File: config.mk
export PLATFORM = sky130hd
export DESIGN_NAME = dcm_ps_ctrl_flat
export DESIGN_NICKNAME = d
export VERILOG_FILES = /design/src/rtl/dcm_pkg.sv /design/src/rtl/dcm_ps_ctrl_if.sv /design/src/rtl/dcm_timeout_cnt.sv /design/src/rtl/dcm_ps_ctrl.sv /design/src/flat_wrapper.sv
export SDC_FILE = /design/constraint.sdc
export NUM_CORES = 1
export LEC_CHECK = 0
export BUFFER_PORTS_ARGS = -buffer_cell sky130_fd_sc_hd__buf_2
export CORE_MARGIN = 10
export CORE_UTILIZATION = 55
export CTS_CLUSTER_DIAMETER = 50
export DETAILED_ROUTE_END_ITERATION = 8
export PLACE_DENSITY = 0.82
export SKIP_CTS_REPAIR_TIMING = 1
export SYNTH_ARGS = -nofsm -noshare
export SYNTH_HDL_FRONTEND = slang
export SYNTH_SLANG_ARGS = --single-unit
File: constraint.sdc
create_clock -name clk -period 5.95 [get_ports clk]
set_clock_uncertainty 0.2 [all_clocks]
set_input_delay 0 -clock clk [delete_from_list [all_inputs] [get_ports clk]]
set_output_delay 0 -clock clk [all_outputs]
set_load 0.01 [all_outputs]
File: src/rtl/dcm_pkg.sv
// dcm_pkg: shared types and constants for the DCM phase-shift controller.
//   PHASE_W     width of signed phase-step values
//   RELOCK_W    width of the lock-loss recovery counter
//   STATUS_W    width of the DCM STATUS bus
//   phase_t     signed phase-step type
//   ps_state_t  controller state enumeration
//   clamp_phase clamps a phase target to [-lim, +lim]
package dcm_pkg;

   localparam int unsigned PHASE_W  = 9;
   localparam int unsigned RELOCK_W = 8;
   localparam int unsigned STATUS_W = 8;

   typedef logic signed [PHASE_W-1:0] phase_t;

   typedef enum logic [2:0] {
      RST_DCM   = 3'd0,
      WAIT_LOCK = 3'd1,
      IDLE      = 3'd2,
      STEP      = 3'd3,
      WAIT_DONE = 3'd4
   } ps_state_t;

   // Saturate a signed target into the symmetric legal phase window.
   function automatic phase_t clamp_phase(input phase_t t, input int lim);
      int v;
      v = int'(t);
      if (v > lim) begin
         v = lim;
      end else if (v < -lim) begin
         v = -lim;
      end
      return PHASE_W'(v);
   endfunction

endpackage

File: src/rtl/dcm_ps_ctrl_if.sv
// dcm_ps_ctrl_if: user-side request/status bundle of the phase-shift controller.
//   req         one-cycle request to move the phase to target
//   target      signed target phase in steps
//   busy        high while stepping, resetting or waiting for lock
//   cur_phase   signed current phase in steps
//   ready       DCM locked and controller idle
//   err_ovf     sticky DCM phase-overflow flag
//   relock_cnt  saturating count of lock-loss recoveries
// master = requester, slave = controller.
interface dcm_ps_ctrl_if;
   import dcm_pkg::*;

   logic                req;
   phase_t              target;
   logic                busy;
   phase_t              cur_phase;
   logic                ready;
   logic                err_ovf;
   logic [RELOCK_W-1:0] relock_cnt;

   modport master (
      output req, target,
      input  busy, cur_phase, ready, err_ovf, relock_cnt
   );

   modport slave (
      input  req, target,
      output busy, cur_phase, ready, err_ovf, relock_cnt
   );

endinterface

File: src/rtl/dcm_timeout_cnt.sv
// dcm_timeout_cnt: down-counter watchdog shared by the lock and ps_done waits.
//   clk, reset_n  clock and synchronous active-low reset
//   load          reload the counter to LIMIT-1 (wins over en)
//   en            count down one per cycle while waiting
//   expire_c      high in the LIMIT-th consecutive enabled cycle
module dcm_timeout_cnt #(
   parameter int unsigned LIMIT = 65535
) (
   input  logic clk,
   input  logic reset_n,
   input  logic load,
   input  logic en,
   output logic expire_c
);

   localparam int unsigned CNT_W = (LIMIT > 1) ? $clog2(LIMIT) : 1;

   logic [CNT_W-1:0] cnt;

   // Reload value LIMIT-1 makes the wait last exactly LIMIT cycles.
   always_ff @(posedge clk) begin
      if (!reset_n || load) begin
         cnt <= CNT_W'(LIMIT - 1);
      end else if (en && (cnt != '0)) begin
         cnt <= cnt - CNT_W'(1);
      end
   end

   assign expire_c = en && (cnt == '0);

endmodule

File: src/rtl/dcm_ps_ctrl.sv
// dcm_ps_ctrl: drives the DCM dynamic phase-shift port (PSEN/PSINCDEC/PSDONE)
// to walk the phase one step at a time toward a requested target, and owns the
// DCM reset / lock-recovery sequence.
//   clk, reset_n  sole clock (also DCM PSCLK), synchronous active-low reset
//   ctl           user request/status bundle (slave side)
//   dcm_rst       DCM RST
//   ps_en         DCM PSEN (single-cycle pulses)
//   ps_incdec     DCM PSINCDEC, 1 = increment
//   ps_done       DCM PSDONE
//   dcm_locked    DCM LOCKED
//   dcm_status    DCM STATUS; bit0 phase overflow, bit1 CLKIN stopped
module dcm_ps_ctrl
   import dcm_pkg::*;
#(
   parameter int          INIT_PHASE   = 0,
   parameter int          PS_LIMIT     = 255,
   parameter int unsigned RST_CYCLES   = 3,
   parameter int unsigned LOCK_TIMEOUT = 65535
) (
   input  logic                clk,
   input  logic                reset_n,
   dcm_ps_ctrl_if.slave        ctl,
   output logic                dcm_rst,
   output logic                ps_en,
   output logic                ps_incdec,
   input  logic                ps_done,
   input  logic                dcm_locked,
   input  logic [STATUS_W-1:0] dcm_status
);

   localparam int unsigned RCNT_W = (RST_CYCLES > 1) ? $clog2(RST_CYCLES) : 1;
   localparam phase_t      INIT_P = PHASE_W'(INIT_PHASE);
   localparam phase_t      ONE_P  = PHASE_W'(1);

   ps_state_t           state;
   logic [RCNT_W-1:0]   rst_cnt;
   phase_t              cur_phase;
   phase_t              goal;
   logic                err_ovf;
   logic [RELOCK_W-1:0] relock_cnt;

   logic   unlock_c;
   logic   lost_c;
   logic   tmo_en_c;
   logic   tmo_c;
   phase_t goal_c;
   phase_t next_phase_c;
   logic   unused_status_c;

   // Lock loss or stopped input clock while the DCM is supposed to be running.
   assign unlock_c = !dcm_locked || dcm_status[1];
   assign lost_c   = unlock_c &&
                     ((state == IDLE) || (state == STEP) || (state == WAIT_DONE));

   assign goal_c       = clamp_phase(ctl.target, PS_LIMIT);
   assign next_phase_c = ps_incdec ? (cur_phase + ONE_P) : (cur_phase - ONE_P);

   // Watchdog runs only in the two wait states and is preloaded everywhere else.
   assign tmo_en_c = (state == WAIT_LOCK) || (state == WAIT_DONE);

   dcm_timeout_cnt #(
      .LIMIT (LOCK_TIMEOUT)
   ) u_tmo (
      .clk      (clk),
      .reset_n  (reset_n),
      .load     (!tmo_en_c),
      .en       (tmo_en_c),
      .expire_c (tmo_c)
   );

   // Controller state machine.
   always_ff @(posedge clk) begin
      if (!reset_n) begin
         state     <= RST_DCM;
         rst_cnt   <= '0;
         cur_phase <= INIT_P;
         goal      <= INIT_P;
         ps_incdec <= 1'b0;
         err_ovf   <= 1'b0;
      end else if (lost_c) begin
         // Recovery outranks any same-cycle ps_done or req.
         state     <= RST_DCM;
         cur_phase <= INIT_P;
         goal      <= INIT_P;
      end else begin
         case (state)
            RST_DCM: begin
               cur_phase <= INIT_P;
               goal      <= INIT_P;
               if (rst_cnt == RCNT_W'(RST_CYCLES - 1)) begin
                  rst_cnt <= '0;
                  state   <= WAIT_LOCK;
               end else begin
                  rst_cnt <= rst_cnt + RCNT_W'(1);
               end
            end

            WAIT_LOCK: begin
               if (dcm_locked) begin
                  state <= IDLE;
               end else if (tmo_c) begin
                  state <= RST_DCM;
               end
            end

            IDLE: begin
               if (ctl.req) begin
                  goal <= goal_c;
                  if (goal_c != cur_phase) begin
                     state     <= STEP;
                     ps_incdec <= (goal_c > cur_phase);
                  end
               end
            end

            STEP: begin
               state <= WAIT_DONE;
            end

            WAIT_DONE: begin
               if (ps_done) begin
                  if (dcm_status[0]) begin
                     // Overflow: DCM did not move, drop the goal.
                     err_ovf <= 1'b1;
                     goal    <= cur_phase;
                     state   <= IDLE;
                  end else begin
                     cur_phase <= next_phase_c;
                     state     <= (next_phase_c == goal) ? IDLE : STEP;
                  end
               end else if (tmo_c) begin
                  state <= RST_DCM;
               end
            end

            default: begin
               state <= RST_DCM;
            end
         endcase
      end
   end

   // Saturating count of lock-loss recoveries.
   always_ff @(posedge clk) begin
      if (!reset_n) begin
         relock_cnt <= '0;
      end else if (lost_c && (relock_cnt != '1)) begin
         relock_cnt <= relock_cnt + RELOCK_W'(1);
      end
   end

   // DCM strobes are pure decodes of the state register: no input-to-output path.
   assign dcm_rst = (state == RST_DCM);
   assign ps_en   = (state == STEP);

   assign ctl.busy       = (state != IDLE);
   assign ctl.ready      = (state == IDLE) && dcm_locked;
   assign ctl.cur_phase  = cur_phase;
   assign ctl.err_ovf    = err_ovf;
   assign ctl.relock_cnt = relock_cnt;

   assign unused_status_c = ^dcm_status[STATUS_W-1:2];

endmodule
File: src/flat_wrapper.sv
// flat-port wrapper written by rule: the top's interface ports become plain ports
module dcm_ps_ctrl_flat import dcm_pkg::*;
#(
   parameter int          INIT_PHASE   = 0,
   parameter int          PS_LIMIT     = 255,
   parameter int unsigned RST_CYCLES   = 3,
   parameter int unsigned LOCK_TIMEOUT = 65535
)
  (clk, reset_n, dcm_rst, ps_en, ps_incdec, ps_done, dcm_locked, dcm_status, ctl_req, ctl_target, ctl_busy, ctl_cur_phase, ctl_ready, ctl_err_ovf, ctl_relock_cnt);
  dcm_ps_ctrl_if ctl_i ();
  input  logic clk;
  input  logic reset_n;
  output logic dcm_rst;
  output logic ps_en;
  output logic ps_incdec;
  input  logic ps_done;
  input  logic dcm_locked;
  input  logic [STATUS_W-1:0] dcm_status;
  input wire logic [$bits(ctl_i.req)-1:0] ctl_req;
  input wire logic [$bits(ctl_i.target)-1:0] ctl_target;
  output wire logic [$bits(ctl_i.busy)-1:0] ctl_busy;
  output wire logic [$bits(ctl_i.cur_phase)-1:0] ctl_cur_phase;
  output wire logic [$bits(ctl_i.ready)-1:0] ctl_ready;
  output wire logic [$bits(ctl_i.err_ovf)-1:0] ctl_err_ovf;
  output wire logic [$bits(ctl_i.relock_cnt)-1:0] ctl_relock_cnt;
  assign ctl_i.req = ctl_req;
  assign ctl_i.target = ctl_target;
  assign ctl_busy = ctl_i.busy;
  assign ctl_cur_phase = ctl_i.cur_phase;
  assign ctl_ready = ctl_i.ready;
  assign ctl_err_ovf = ctl_i.err_ovf;
  assign ctl_relock_cnt = ctl_i.relock_cnt;
  dcm_ps_ctrl #(.INIT_PHASE(INIT_PHASE), .PS_LIMIT(PS_LIMIT), .RST_CYCLES(RST_CYCLES), .LOCK_TIMEOUT(LOCK_TIMEOUT)) u_core (.clk(clk), .reset_n(reset_n), .ctl(ctl_i), .dcm_rst(dcm_rst), .ps_en(ps_en), .ps_incdec(ps_incdec), .ps_done(ps_done), .dcm_locked(dcm_locked), .dcm_status(dcm_status));
endmodule
Yosys cells after proc, flatten, opt, wreduce, memory -nomap -nowiden
Index checks and enable logic that the tools add are counted. Widths: inputs -> output; s select.

Bits in registers: 49. Logic and storage cells: 78.

$add $sub $neg: 5. $lt $le $gt $ge: 3. Eq/ne operators: 15. Muxes and demuxes: 20. Bitwise gates (word level): 2. Reduce and logical (&&, ||, !) cells: 25.

Operator list (count): $mux 9 (8); $pmux 9 s3 (1); $mux 3 (7); $pmux 9 s2 (1); $logic_not 16->1 (1); $reduce_bool 16->1 (1); $sub 16x1->16 const B (1); $pmux 3 s5 (1); $reduce_and 4->1 (3); $ne 2x2->1 const B (5); $add 9x2->9 const B (1); $eq 9x9->1 (1); $gt 9x9->1 (1); $gt 9x9->1 const B (1); $lt 9x9->1 const B (1); $ne 9x9->1 (1); $sub 9x2->9 const B (1); $add 8x1->8 const B (1); $ne 8x8->1 const B (1); $eq 3x2->1 const B (2); $reduce_and 3->1 (2); $logic_and 1x1->1 (5); $logic_or 1x1->1 (5); $eq 3x1->1 const B (1); other kinds (14) (17).

Longest topological paths before layout
Depth after elaboration: 7. Depth in mapped cells: 12. Depth with buffers taken out: 12.

Hierarchy
A second synthesis with hierarchy kept.

Cell total of the unflattened synthesis: 410. Area total of the unflattened synthesis: 3354.5 µm².

By module, submodules not included: dcm_ps_ctrl (times used 1, cells an instance 308, area each 2471.1 µm², sequential area each 660.6 µm²); dcm_timeout_cnt (times used 1, cells an instance 102, area each 883.3 µm², sequential area each 320.3 µm²).

Worst setup path after synthesis
Ideal clock, no wire load.

Path kind: reg2reg. Start: register u_core.ps_incdec. End: register u_core.state[0]. Setup time: 0.127 ns. Data arrival time: 2.513 ns. Slack: 3.110 ns. Stages on the path, launching flop included: 10. Buffers on the path: 0. Clock period less this slack: 2.840 ns. Cell sequence: dfxtp_1 -> inv_1 -> ha_1 -> a211o_1 -> a221oi_2 -> xnor2_1 -> xor2_1 -> or4_1 -> o41ai_1 -> nand2_1.

Longest elaborated chain between the ends: 6.

Ends and longest elaborated chain: start, declared (RTL line dcm_ps_ctrl.sv:25) `output logic ps_incdec,`; start signal, assigned (RTL line dcm_ps_ctrl.sv:111) `ps_incdec <= (goal_c > cur_phase);`; $mux 9 (RTL line dcm_ps_ctrl.sv:56) `assign next_phase_c = ps_incdec ? (cur_phase + ONE_P) : (cur_phase - ONE_P);`; $eq 9x9->1 (RTL line dcm_ps_ctrl.sv:129) `state <= (next_phase_c == goal) ? IDLE : STEP;`; $mux 1 (RTL line dcm_ps_ctrl.sv:129); $mux 3 (RTL line dcm_ps_ctrl.sv:122) `if (dcm_status[0]) begin`; $mux 3 (RTL line dcm_ps_ctrl.sv:121) `if (ps_done) begin`; $pmux 3 s5 (RTL line dcm_ps_ctrl.sv:86) `case (state)`; end signal, assigned (RTL line dcm_ps_ctrl.sv:129); end, declared (RTL line dcm_ps_ctrl.sv:35) `ps_state_t state;`.

No other way between the ends. A chain may end at the register's enable or synchronous reset.

Worst setup path after layout
Start: input ctl_target[4]. End: register u_core.ps_incdec.

Longest elaborated chain between the ends: 5. Elaborated cells on any way between the ends: 7. Classes of those cells: 3 x order compare; 1 x eq/ne; 2 x mux; 1 x reduce/logical.

Ends and longest elaborated chain: start, declared (RTL line flat_wrapper.sv:20) `input wire logic [$bits(ctl_i.target)-1:0] ctl_target;`; $lt 9x9->1 (RTL line dcm_pkg.sv:30) `end else if (v < -lim) begin`; $mux 9 (RTL line dcm_pkg.sv:30); $mux 9 * (RTL line dcm_pkg.sv:28) `if (v > lim) begin`; branches (longest 2 deep; another with $gt 9x9->1).

Mark *: on every way between the ends.

==> results.cfg <==
[run_status]
outcome = finished clean

[timing]
fin_ws_ps = 2070
setup-tns-final_ps = 0
tightest_slew_ps = 1090
max_slew_margin = 0.269
final-max-slew-violation-count = 0
fin_crit_sh = 0.653
min_period_ps = 3880
report.final.hold_viol_count = 0
setup_viol = 0
grt_setup_unrepaired = false
max_freq_mhz = 257

[global_route]
grt_pass1_wl_um = 11400
grt.total_usage = 0.156
grt_overflow = 0
grt_max_degree = 22
grt_pass1_vias = 2465
antenna_found_initial = 0

[logic_synthesis]
yosys-top-cells-area = dfxtp_1 (34%), ha_1 (8.5%), xor2_1 (5.4%), xnor2_1 (5.1%), nor2_1 (4.5%)
synth_top_area_share = 0.335
synthesis.nets = 393
synth_common_cells = dfxtp_1 (49), nor2_1 (35), nand2_1 (29)
yosys.area.top_type = dfxtp_1
synth.distinct_cells = 51
ys_async_sr_fraction = 0
synthCells = 350
yosys_most_used_dff = dfxtp_1
synth-seq-area-share = 0.335
synth_edf_count = 0
synthesis.area_sq_um = 2930
syn_avg_cell_area_sq_um = 8.37
ys_ff_latch = 49
yosysMostFrequentCell = dfxtp_1
ys_warn_count = 0

[power]
p_sw_frac = 0.336
p_total_w = 0.000876
leakage_nw = 1.38
p_per_area_nw_per_um2 = 255
power.switching_w = 0.000294
ir_worst_vdd_uv = 173
clkPwrFrac = 0.279
p_int_w = 0.000582
power_frac_seq = 0.448
power_frac_comb = 0.272

[placement]
gp_congestion = 0.894
io_buffers = 38
hpwl_um = 5090
dpl_worst_slack_ps = 2810
place_inst = 451
dpl-instance-area_sq_um = 3190

[critical_path]
criticalPathCategory = in -> reg
cp-end-kind = flip-flop
r2r-end = u_core.state[0]
arrival_ps = 3880
rr_startpoint = u_core.ps_incdec
cp-start-kind = primary input
reg2regPathDepth = 9
reg2reg_slack_ps = 2770
crit_required_ps = 5940
crit_fanout = 9
crit_path_end = u_core.ps_incdec
crit_path_start = ctl_target[4]

[detailed_routing]
drtIter0Drc = 111
wl_per_cell_um = 15.1
firstDrtPassIters = 4
route.detailed.drc = 0
vias = 2696
avgViaCountPerCell = 5.70
routed_wl_um = 7150
ant_nets = 0

[floorplan]
fp.dieH_um = 93.0
start_util = 0.570
io_pins = 45
core_sq_um = 5140
die_area_sq_um = 8640
die_w_um = 93.0
placementRows = 26

[finish]
instances_no_fill = 473
num-nets-final = 445
diodes = 0
fin_area_sq_um = 3440
drive_above_1_share = 0.129
area_growth_pct = 17.4

[clocking]
path_clk_slew_ps = 90
numCtsBuffers = 5
cts_buffer_depth = 2
worst_skew_pair.late_latency_ps = 310
tritoncts = built
h-tree-depth = 2
clock-sinks = 49
root_buffer = clkbuf_8

[min_path]
hp-class = in -> reg
holdPathStages = 5

[job]
max-cap-violations = 0
cell families (layout without fill, tap and decap cells):
family                   after synthesis  after routing  share of synthesized area
buffers and inverters                 32             85                     0.0415
adder cells (fa/ha/maj)               21             21                     0.0923
multiplexers                           2              2                    0.00684
AO/OA/AOI/OAI                         75             75                      0.180
XOR/XNOR                              35             35                      0.105
flip-flops                            49             49                      0.335
AND/OR/NAND/NOR                      136            136                      0.240
worst max-delay path, cell delays in order:
cell	delay (ps)
dlygate4sd3_1	540
buf_2	150
or4_1	510
o21ai_0	200
ha_1	370
nor2b_1	160
ha_1	250
nor2b_1	130
o21a_1	160
o21a_1	170
o21ai_0	160
a21oi_1	110
nor4bb_1	300
o31ai_1	110
dlygate4sd3_1	560
placed cells by master (no fill, tap or decap), types with 4 or more instances in the layout:
master,n
dlygate4sd3_1,14
xnor2_1,17
o21ai_0,9
clkbuf_8,5
ha_1,20
and2_1,7
nor2b_1,15
a22oi_1,14
nand3_1,13
dfxtp_1,49
inv_1,23
or3_1,6
a21oi_1,16
xor2_1,18
a211oi_1,9
nand4_1,4
nor2_1,35
o21a_1,4
or4_1,6
buf_2,38
nand2_1,29
nor3_1,9
metal layers:
| metal | share of wire | global-route usage | up-vias |
|---|---|---|---|
| li1 | - | - | 1347 |
| met1 | 0.45 | 0.191 | 1264 |
| met2 | 0.49 | 0.263 | 81 |
| met3 | 0.049 | 0.0412 | 4 |
| met4 | 0.0064 | 0.0424 | 0 |
| met5 | 0 | 0 | - |
registers in the layout (all words and copies together) (netlist names):
name and count:
u_core.state 3, u_core.ctl.cur_phase 9, u_core.ps_incdec 1, u_core.ctl.relock_cnt 8, u_core.ctl.err_ovf 1, u_core.u_tmo.cnt 16
u_core.rst_cnt 2, u_core.goal 9
per-stage QoR:
step                 util  hold WS, ps
floorplan               -        -91.3
global placement    0.620          132
detailed placement  0.620          152
CTS                 0.642         -171
global route        0.669         68.0
finish              0.669         38.8
cell type report:
class	instances	area [sq um]
clock inverter	3	43.8
multi-input combinational	269	1830
sequential	49	981
clock buffer	5	68.8
tap	70	87.6
timing repair buffer	54	345
fill	443	1700
inverter	23	86.3
power groups by stage:
stage / combinational (W) / clock [W] / sequential [W]
after floorplan: 0.000185 / 0 / 0.000386
after global placement: 0.000222 / 0 / 0.000398
after detailed placement: 0.000227 / 0 / 0.000399
after CTS: 0.000229 / 0.000248 / 0.000391
after global routing: 0.000268 / 0.000260 / 0.000397
final: 0.000239 / 0.000245 / 0.000393
worst min-delay path by stage:
stage | start | to | slack, ps
floorplan | dcm_locked | ctl_ready | -90
global route | dcm_status[0] | u_core.state[0] | 70
CTS | ps_done | u_core.ctl.err_ovf | -170
detailed placement | ps_done | u_core.ctl.err_ovf | 150
finish | dcm_status[0] | u_core.state[0] | 40
global placement | ps_done | u_core.ctl.err_ovf | 130
No activity file was read; power rests on OpenSTA's default activity.
